--- config.mk ---
export PLATFORM = sky130hd
export DESIGN_NAME = mem_wb_stage
export DESIGN_NICKNAME = d
export VERILOG_FILES = /design/src/rtl/mem_wb_stage.sv
export SDC_FILE = /design/constraint.sdc
export NUM_CORES = 1
export LEC_CHECK = 0
export ABC_AREA = 1
export CORE_UTILIZATION = 40
export CTS_CLUSTER_SIZE = 24
export DETAILED_ROUTE_END_ITERATION = 6
export PLACE_DENSITY = 0.77
export SYNTH_ARGS = -nofsm -noshare
export SYNTH_HDL_FRONTEND = slang
export SYNTH_SLANG_ARGS = --single-unit
--- constraint.sdc ---
create_clock -name clk -period 1.65 [get_ports clk]
set_input_delay 0.33 -clock clk [delete_from_list [all_inputs] [get_ports clk]]
set_output_delay 0.33 -clock clk [all_outputs]
set_load 0.02 [all_outputs]
--- src/rtl/mem_wb_stage.sv ---
// Memory-access / write-back stage: load/store over req/gnt/rvalid, registered RF write port.
// Optional misaligned-access exceptions when MISALIGN_EXC_EN is defined.
module mem_wb_stage #(
    parameter int DW = 32
) (
    input  logic          clk,
    input  logic          rst,
    input  logic          ex_valid,
    output logic          ex_ready,
    input  logic [3:0]    ex_op,
    input  logic [DW-1:0] ex_addr,
    input  logic [DW-1:0] ex_sdata,
    input  logic [DW-1:0] ex_alu,
    input  logic [4:0]    ex_waddr,
    input  logic          ex_we,
    output logic          dm_req,
    output logic          dm_wr,
    output logic [DW-1:0] dm_addr,
    output logic [3:0]    dm_be,
    output logic [DW-1:0] dm_wdata,
    input  logic          dm_gnt,
    input  logic          dm_rvalid,
    input  logic [DW-1:0] dm_rdata,
    output logic          wb_we,
    output logic [4:0]    wb_waddr,
    output logic [DW-1:0] wb_wdata,
    output logic          exc_adel,
    output logic          exc_ades
);

    localparam logic [3:0] OP_LB  = 4'd1;
    localparam logic [3:0] OP_LBU = 4'd2;
    localparam logic [3:0] OP_LH  = 4'd3;
    localparam logic [3:0] OP_LHU = 4'd4;
    localparam logic [3:0] OP_LW  = 4'd5;
    localparam logic [3:0] OP_SB  = 4'd6;
    localparam logic [3:0] OP_SH  = 4'd7;
    localparam logic [3:0] OP_SW  = 4'd8;

    typedef enum logic [1:0] {IDLE, REQ, RESP} state_t;

    state_t        state_q, state_d;
    logic [3:0]    op_q, op_d;
    logic [DW-1:0] addr_q, addr_d;
    logic [DW-1:0] sdata_q, sdata_d;
    logic [4:0]    waddr_q, waddr_d;
    logic          we_q, we_d;
    logic          wb_we_q, wb_we_d;
    logic [4:0]    wb_waddr_q, wb_waddr_d;
    logic [DW-1:0] wb_wdata_q, wb_wdata_d;
    logic          adel_q, adel_d;
    logic          ades_q, ades_d;

    logic          ex_load, ex_store, misal;
    logic          ld_q;
    logic [7:0]    rbyte;
    logic [15:0]   rhalf;
    logic [DW-1:0] ld_data;

    assign ex_load  = (ex_op >= OP_LB) && (ex_op <= OP_LW);
    assign ex_store = (ex_op >= OP_SB) && (ex_op <= OP_SW);
    assign ld_q     = (op_q >= OP_LB) && (op_q <= OP_LW);

`ifdef MISALIGN_EXC_EN
    always_comb begin
        misal = 1'b0;
        case (ex_op)
            OP_LH, OP_LHU, OP_SH: misal = ex_addr[0];
            OP_LW, OP_SW:         misal = |ex_addr[1:0];
            default:              misal = 1'b0;
        endcase
    end
`else
    assign misal = 1'b0;
`endif

    // Little-endian lane extraction from the returned word
    assign rbyte = dm_rdata[{addr_q[1:0], 3'b000} +: 8];
    assign rhalf = dm_rdata[{addr_q[1], 4'b0000} +: 16];

    always_comb begin
        ld_data = dm_rdata;
        case (op_q)
            OP_LB:   ld_data = {{(DW-8){rbyte[7]}}, rbyte};
            OP_LBU:  ld_data = {{(DW-8){1'b0}}, rbyte};
            OP_LH:   ld_data = {{(DW-16){rhalf[15]}}, rhalf};
            OP_LHU:  ld_data = {{(DW-16){1'b0}}, rhalf};
            default: ld_data = dm_rdata;
        endcase
    end

    always_comb begin
        state_d    = state_q;
        op_d       = op_q;
        addr_d     = addr_q;
        sdata_d    = sdata_q;
        waddr_d    = waddr_q;
        we_d       = we_q;
        wb_we_d    = 1'b0;
        wb_waddr_d = wb_waddr_q;
        wb_wdata_d = wb_wdata_q;
        adel_d     = 1'b0;
        ades_d     = 1'b0;
        unique case (state_q)
            IDLE: begin
                if (ex_valid) begin
                    if (ex_load || ex_store) begin
                        if (misal) begin
                            adel_d = ex_load;
                            ades_d = ex_store;
                        end else begin
                            op_d    = ex_op;
                            addr_d  = ex_addr;
                            sdata_d = ex_sdata;
                            waddr_d = ex_waddr;
                            we_d    = ex_we;
                            state_d = REQ;
                        end
                    end else begin
                        wb_we_d    = ex_we && (ex_waddr != 5'd0);
                        wb_waddr_d = ex_waddr;
                        wb_wdata_d = ex_alu;
                    end
                end
            end
            REQ: begin
                if (dm_gnt) state_d = ld_q ? RESP : IDLE;
            end
            RESP: begin
                if (dm_rvalid) begin
                    wb_we_d    = we_q && (waddr_q != 5'd0);
                    wb_waddr_d = waddr_q;
                    wb_wdata_d = ld_data;
                    state_d    = IDLE;
                end
            end
            default: state_d = IDLE;
        endcase
    end

    always_ff @(posedge clk) begin
        if (!rst) begin
            state_q    <= IDLE;
            op_q       <= 4'd0;
            addr_q     <= '0;
            sdata_q    <= '0;
            waddr_q    <= 5'd0;
            we_q       <= 1'b0;
            wb_we_q    <= 1'b0;
            wb_waddr_q <= 5'd0;
            wb_wdata_q <= '0;
            adel_q     <= 1'b0;
            ades_q     <= 1'b0;
        end else begin
            state_q    <= state_d;
            op_q       <= op_d;
            addr_q     <= addr_d;
            sdata_q    <= sdata_d;
            waddr_q    <= waddr_d;
            we_q       <= we_d;
            wb_we_q    <= wb_we_d;
            wb_waddr_q <= wb_waddr_d;
            wb_wdata_q <= wb_wdata_d;
            adel_q     <= adel_d;
            ades_q     <= ades_d;
        end
    end

    // Memory port is driven only while requesting, zero otherwise
    always_comb begin
        dm_req   = (state_q == REQ);
        dm_wr    = 1'b0;
        dm_addr  = '0;
        dm_be    = 4'b0000;
        dm_wdata = '0;
        if (dm_req) begin
            dm_wr   = !ld_q;
            dm_addr = {addr_q[DW-1:2], 2'b00};
            case (op_q)
                OP_SB: begin
                    dm_be    = 4'b0001 << addr_q[1:0];
                    dm_wdata = {(DW/8){sdata_q[7:0]}};
                end
                OP_SH: begin
                    dm_be    = addr_q[1] ? 4'b1100 : 4'b0011;
                    dm_wdata = {(DW/16){sdata_q[15:0]}};
                end
                OP_SW: begin
                    dm_be    = 4'b1111;
                    dm_wdata = sdata_q;
                end
                default: ;
            endcase
        end
    end

    assign ex_ready = (state_q == IDLE);
    assign wb_we    = wb_we_q;
    assign wb_waddr = wb_waddr_q;
    assign wb_wdata = wb_wdata_q;
    assign exc_adel = adel_q;
    assign exc_ades = ades_q;

endmodule

== Word level (Yosys, flattened, before mapping) ==
Index checks and enable logic that the tools add are counted.
W data, S select, Z words.

* Word-level logic and storage cells: 72
* Output and inout bits: 111
* Input port bits: 143
* Bits in registers: 114

* Order comparisons: 6
* Eq/ne operators: 14
* Shift operators: 3
* Reductions and logical operators: 14
* Mux-type cells: 26

{| class="wikitable"
|+ Operators with widths
! kind !! number
|-
| $mux W32 || 5
|-
| $pmux W32 S4 || 1
|-
| $pmux W32 S3 || 1
|-
| $pmux W32 S2 || 1
|-
| $shiftx A32 B6 Y16 || 1
|-
| $shiftx A32 B6 Y8 || 1
|-
| $mux W5 || 3
|-
| $eq A4 B3 Y1 const B || 3
|-
| $pmux W4 S3 || 1
|-
| $mux W2 || 5
|-
| $pmux W5 S2 || 1
|-
| $reduce_bool A5 Y1 || 2
|-
| $eq A4 B2 Y1 const B || 2
|-
| $ge A4 B1 Y1 const B || 2
|-
| $le A4 B3 Y1 const B || 2
|-
| $mux W4 || 2
|-
| $reduce_and A4 Y1 || 2
|-
| $ne A2 B2 Y1 const B || 3
|-
| $pmux W2 S3 || 1
|-
| $logic_and A1 B1 Y1 || 5
|-
| $eq A4 B1 Y1 const B || 1
|-
| $eq A4 B4 Y1 const B || 1
|-
| $ge A4 B3 Y1 const B || 1
|-
| $le A4 B4 Y1 const B || 1
|-
| 11 further kinds || 15
|}

== Depth between registers and ports, before layout ==
* Depth in word-level cells: 6
* Depth in mapped cells: 11

== Least setup slack after synthesis ==
OpenSTA, ideal clock, no wires.

* Path type: register to output
* Start point: register state_q[1]
* End point: output port dm_addr[11]
* Path buffers: 3
* Arrival: 1.504 ns
* Cell stages (with the launch flop): 7
* Path slack: -0.184 ns
* Cells stage by stage: dfxtp_1 buf_4 nor2_1 inv_1 buf_2 buf_1 nor2_1

* Word-level cells in the longest chain between the ends: 2

{| class="wikitable"
|+ RTL lines
! element !! line !! source
|-
| start: declaration || 42 || <nowiki>state_t state_q, state_d;</nowiki>
|-
| start signal: assignment || 155 || <nowiki>state_q <= state_d;</nowiki>
|-
| $eq A2 B1 Y1 || 171 || <nowiki>dm_req = (state_q == REQ);</nowiki>
|-
| $mux W32 || 176 || <nowiki>if (dm_req) begin</nowiki>
|-
| end: declaration || 18 || <nowiki>output logic [DW-1:0] dm_addr,</nowiki>
|}

Every way passes these cells.

== Worst setup path after layout ==
* Start point: register op_q[1]
* End point: output port dm_be[2]

* Word-level cells in the longest chain between the ends: 3
* Elaborated cells on any way between the ends: 5

{| class="wikitable"
|+ RTL lines
! element !! line !! source
|-
| start: declaration || 43 || <nowiki>logic [3:0] op_q, op_d;</nowiki>
|-
| start signal: assignment || 156 || <nowiki>op_q <= op_d;</nowiki>
|-
| $eq A4 B4 Y1 or $eq A4 B3 Y1 (tied branches) || 179 || <nowiki>case (op_q)</nowiki>
|-
| $pmux W4 S3 * || 179 ||
|-
| $mux W4 * || 176 ||
|-
| end: declaration || 19 || <nowiki>output logic [3:0] dm_be,</nowiki>
|}

Every way passes the cells marked *; elsewhere a longest branch is shown, timed or not.

==> summary.md <==
| Metric | Value |
|---|---|
| Largest net degree at the start of global routing | 44 |
| Final std cells w/o fill | 1,589 |
| H-tree depth | 4 |
| Die area | between 15,000 and 20,000 um2 |
| Gr usage total | between 20% and 30% |
| Most used cell, CP | buf_6 |
| Synth unique cells | 30 |
| Die height | roughly 130 um |
| Hold Violations, Final | 0 |
| Synth top area cells | dfxtp_1 35%, nand2_1 16%, a21oi_1 10% |
| CTS max path bufs | 2 |
| Post-detail-place hpwl | between 15 and 20 mm |
| Crit-path slowest cell | dfxtp_4 |
| DRC | 0 |
| Initial Utilization | approximately two fifths |
| Dominant cell type by area after synthesis | dfxtp_1 |
| Post-synth EDFFs | 0 |
| Synthesized-area fraction occupied by adder cells | 0% |
| Area Overhead vs Synth | 79.7% |
| Synth Warn # | 0 |
| CTS clock-pin slew for the worst setup and hold paths | around 0.060 ns |
| Max Cap Viol | 0 |
| Grt ovf | 0 |
| Core box area | about 16,000 um2 |
| Max IR drop VDD | roughly 0.0007 V |
| Slew Limit Fails | 0 |
| Top FF cell, synth | dfxtp_1 |
| Area of the multi-input gates | just over 4000 um2 |
| Ant. Diodes | 0 |
| Vias post-DR | 8,197 |
| Crit path DAT | approximately 1.8 ns |
| Number of global-route vias before repair | ~7,800 |
| Critical path peak fanout | 6 |
| PwrDens | just over 800 nW/um2 |
| Crit path buffers/inverters | 4 |
| Post-synthesis xor/xnor area fraction | 0% |
| RSZ-0062 raised after global routing | true |
| Synth Area in Compound Gates | around a fifth |
| Number of buffers added on ports | between 200 and 250 |
| WL per Instance | between 15 and 20 um |
| Type of origin of the critical path | flip-flop |
| Pleak | approximately 5.4 nW |
| Standard-cell row count | 46 |
| Worst skew pair latency | between 0.4 and 0.5 ns |
| Worst min path class | input port to flip-flop |
| # IOs | ~250 |
| Final WL | about 26 mm |
| Setup violators final | 86 |
| Fmax | 0.475 GHz |
| Final Total Pwr | 9.62 mW |
| Switching share of total power | between 30 and 40% |
| Post-synthesis mux area share | 0% |
| Initial antenna violation count | 0 |
| DRT iter0 DRCs | approximately 640 |
| Sequential standard cell area | ~2300 um2 |
| First-pass GRT wire length | approximately 38 mm |
| Async SR Flop Fraction | 0% |
| Simple-gate area share of the yosys netlist | about a third |
| CP required | between 1 and 1.5 ns |
| Crit Path Class | flip-flop to output port |
| Fraction of layout cells with a size suffix above 1 | ~29% |
| Largest family of logic cells by synthesized area | simple AND/OR/NAND/NOR gates |
| Vias per inst | 5.16 |
| Count leader, synth | nand2_1 |
| CP endpoint kind | output port |
| Mapped Avg Cell Area | 6.15 um2 |
| PnR worst setup slack | -0.454 ns |
| Critical path, cell by cell | nor2_4 > nand3_4 > clkinv_4 > buf_6 > a21oi_4 > o31ai_4 > nand2_1 > inv_1 > buf_6 |
| Failing checks | setup timing |
| CTS tree | done |
| Placed insts | between 1,500 and 2,000 |
| Clock group share of total power | 40.1% |
| Status | finished, violations left |
| Worst path top cell family by delay | buffers and inverters |
| Yosys top cell area share | a little over a third |
| Post-route minimum period | approximately 2.1 ns |
| Root Driver | clkbuf_16 |
| CTS sink cnt | approximately 110 |
| Cells after Synth | ~1,100 |
| Post-layout nets | 1,504 |
| Internal Power | ~6.7 mW |
| Crit path largest cell delay | about 0.39 ns |
| Seq/Total Area, Yosys | between 30% and 40% |
| Routability cong. | 0.920 |
| Synthesized cell area | around 6500 um2 |
| Fill cells | between 1,000 and 1,500 |
| Clock skew | between 0.007 and 0.008 ns |
| Most frequent cells after synthesis | 272 x nand2_1, 144 x inv_1, 132 x a21oi_1 |
| CTS Buf Count | 17 |
| Drt first pass iters | 5 |
| Psw | 2.91 mW |
| Comb pwr share | 27.3% |
| Seq pwr share | 32.6% |
| Yosys reg bits | ~110 |
| Final period util | 127% |
| Post-route ant nets | 0 |
| Die W | between 100 and 150 um |
-- cell families after synthesis --
kind of cell / Yosys count
AO/OA/AOI/OAI: 234
AND/OR/NAND/NOR: 484
buffers and inverters: 222
other: 1
flip-flops: 114
-- per-layer routing --
| layer | vias to the layer above | routed length [um] | GRT usage, % |
|---|---|---|---|
| li1 | 3940 | - | - |
| met2 | 417 | 13000 | 52.3 |
| met1 | 3756 | 9470 | 31.2 |
| met5 | - | 0 | 0 |
| met4 | 0 | 1140 | 15.2 |
| met3 | 84 | 2620 | 8.75 |
-- final cells by class --
type	count	share of cell area, %
tap	216	2.32
sequential	114	19.8
multi-input combinational	723	35.3
clock inverter	9	1.11
timing repair buffer	354	32.2
clock buffer	22	4.16
inverter	151	5.16
-- stage by stage --
stage               hold slack [ns]  cell area (um2)  setup TNS [ns]  setup slack (ns)  util (%)
floorplan                     0.429             6680           -2.18           -0.0682         -
global placement              0.440             9840          -46.73            -0.494      62.2
detailed placement            0.449             9840          -51.97            -0.558      62.2
CTS                           0.382            11000          -16.88            -0.355      69.8
global route                  0.402            11700          -28.02            -0.518      73.6
finish                        0.396            11700          -20.42            -0.454      73.6
-- sequential cells by signal, indices dropped and copies added (netlist names) --
| signal | cells |
|---|---|
| addr_q | 32 |
| op_q | 4 |
| sdata_q | 32 |
| state_q | 2 |
| waddr_q | 5 |
| wb_waddr | 5 |
| wb_wdata | 32 |
| wb_we | 1 |
| we_q | 1 |
-- power by group through the flow --
| stage | registers, mW | logic, mW | clock network (mW) |
|---|---|---|---|
| finish | 3.13 | 2.63 | 3.86 |
| detailed placement | 3.17 | 2.24 | 0 |
| CTS | 3.11 | 2.38 | 3.85 |
| global route | 3.16 | 2.84 | 4.01 |
| global placement | 3.15 | 2.21 | 0 |
| floorplan | 3.26 | 1.09 | 0 |
-- worst min-delay path, cell delays in order --
cell,delay (ns)
buf_2,0.25
o21ai_0,0.13
a21oi_1,0.04
-- timing repair --
item / CTS / global route
endpoints found under the setup margin: 144 / 119
hold buffers: 0 / 0
setup buffers: 18 / 13
pin swaps: 27 / 43
hold endpoints to repair: 0 / 0
cloned: 5 / 2
gates resized for setup: 543 / 170
-- layout by cell type, fill, tap and decap left out, types with 9 or more instances in the layout --
cell type	instances
inv_2	9
nand3_2	14
a21oi_1	104
nand2_4	15
nor2_1	38
buf_12	21
nand2_2	20
nand2_1	240
nor2_4	46
o21ai_0	60
buf_4	52
dlygate4sd2_1	38
a21oi_2	24
o21ai_1	23
clkbuf_16	19
dfxtp_1	107
or2_2	17
clkdlybuf4s50_1	140
nand3_1	81
inv_1	132
buf_6	91
-- final timing paths --
check	startpoint	slack, ns	endpoint	cells after the start
worst max-delay path	op_q[1]$_SDFFE_PN0P_	-0.45	dm_be[2]	9
worst min-delay path	rst	0.40	addr_q[19]$_SDFFE_PN0P_	3
worst max register to register	op_q[0]$_SDFFE_PN0P_	-0.03	wb_wdata[6]$_SDFFE_PN0P_	11
worst min register to register	waddr_q[1]$_SDFFE_PN0P_	0.47	waddr_q[1]$_SDFFE_PN0P_	2
Power figures use the tool's default switching activity.
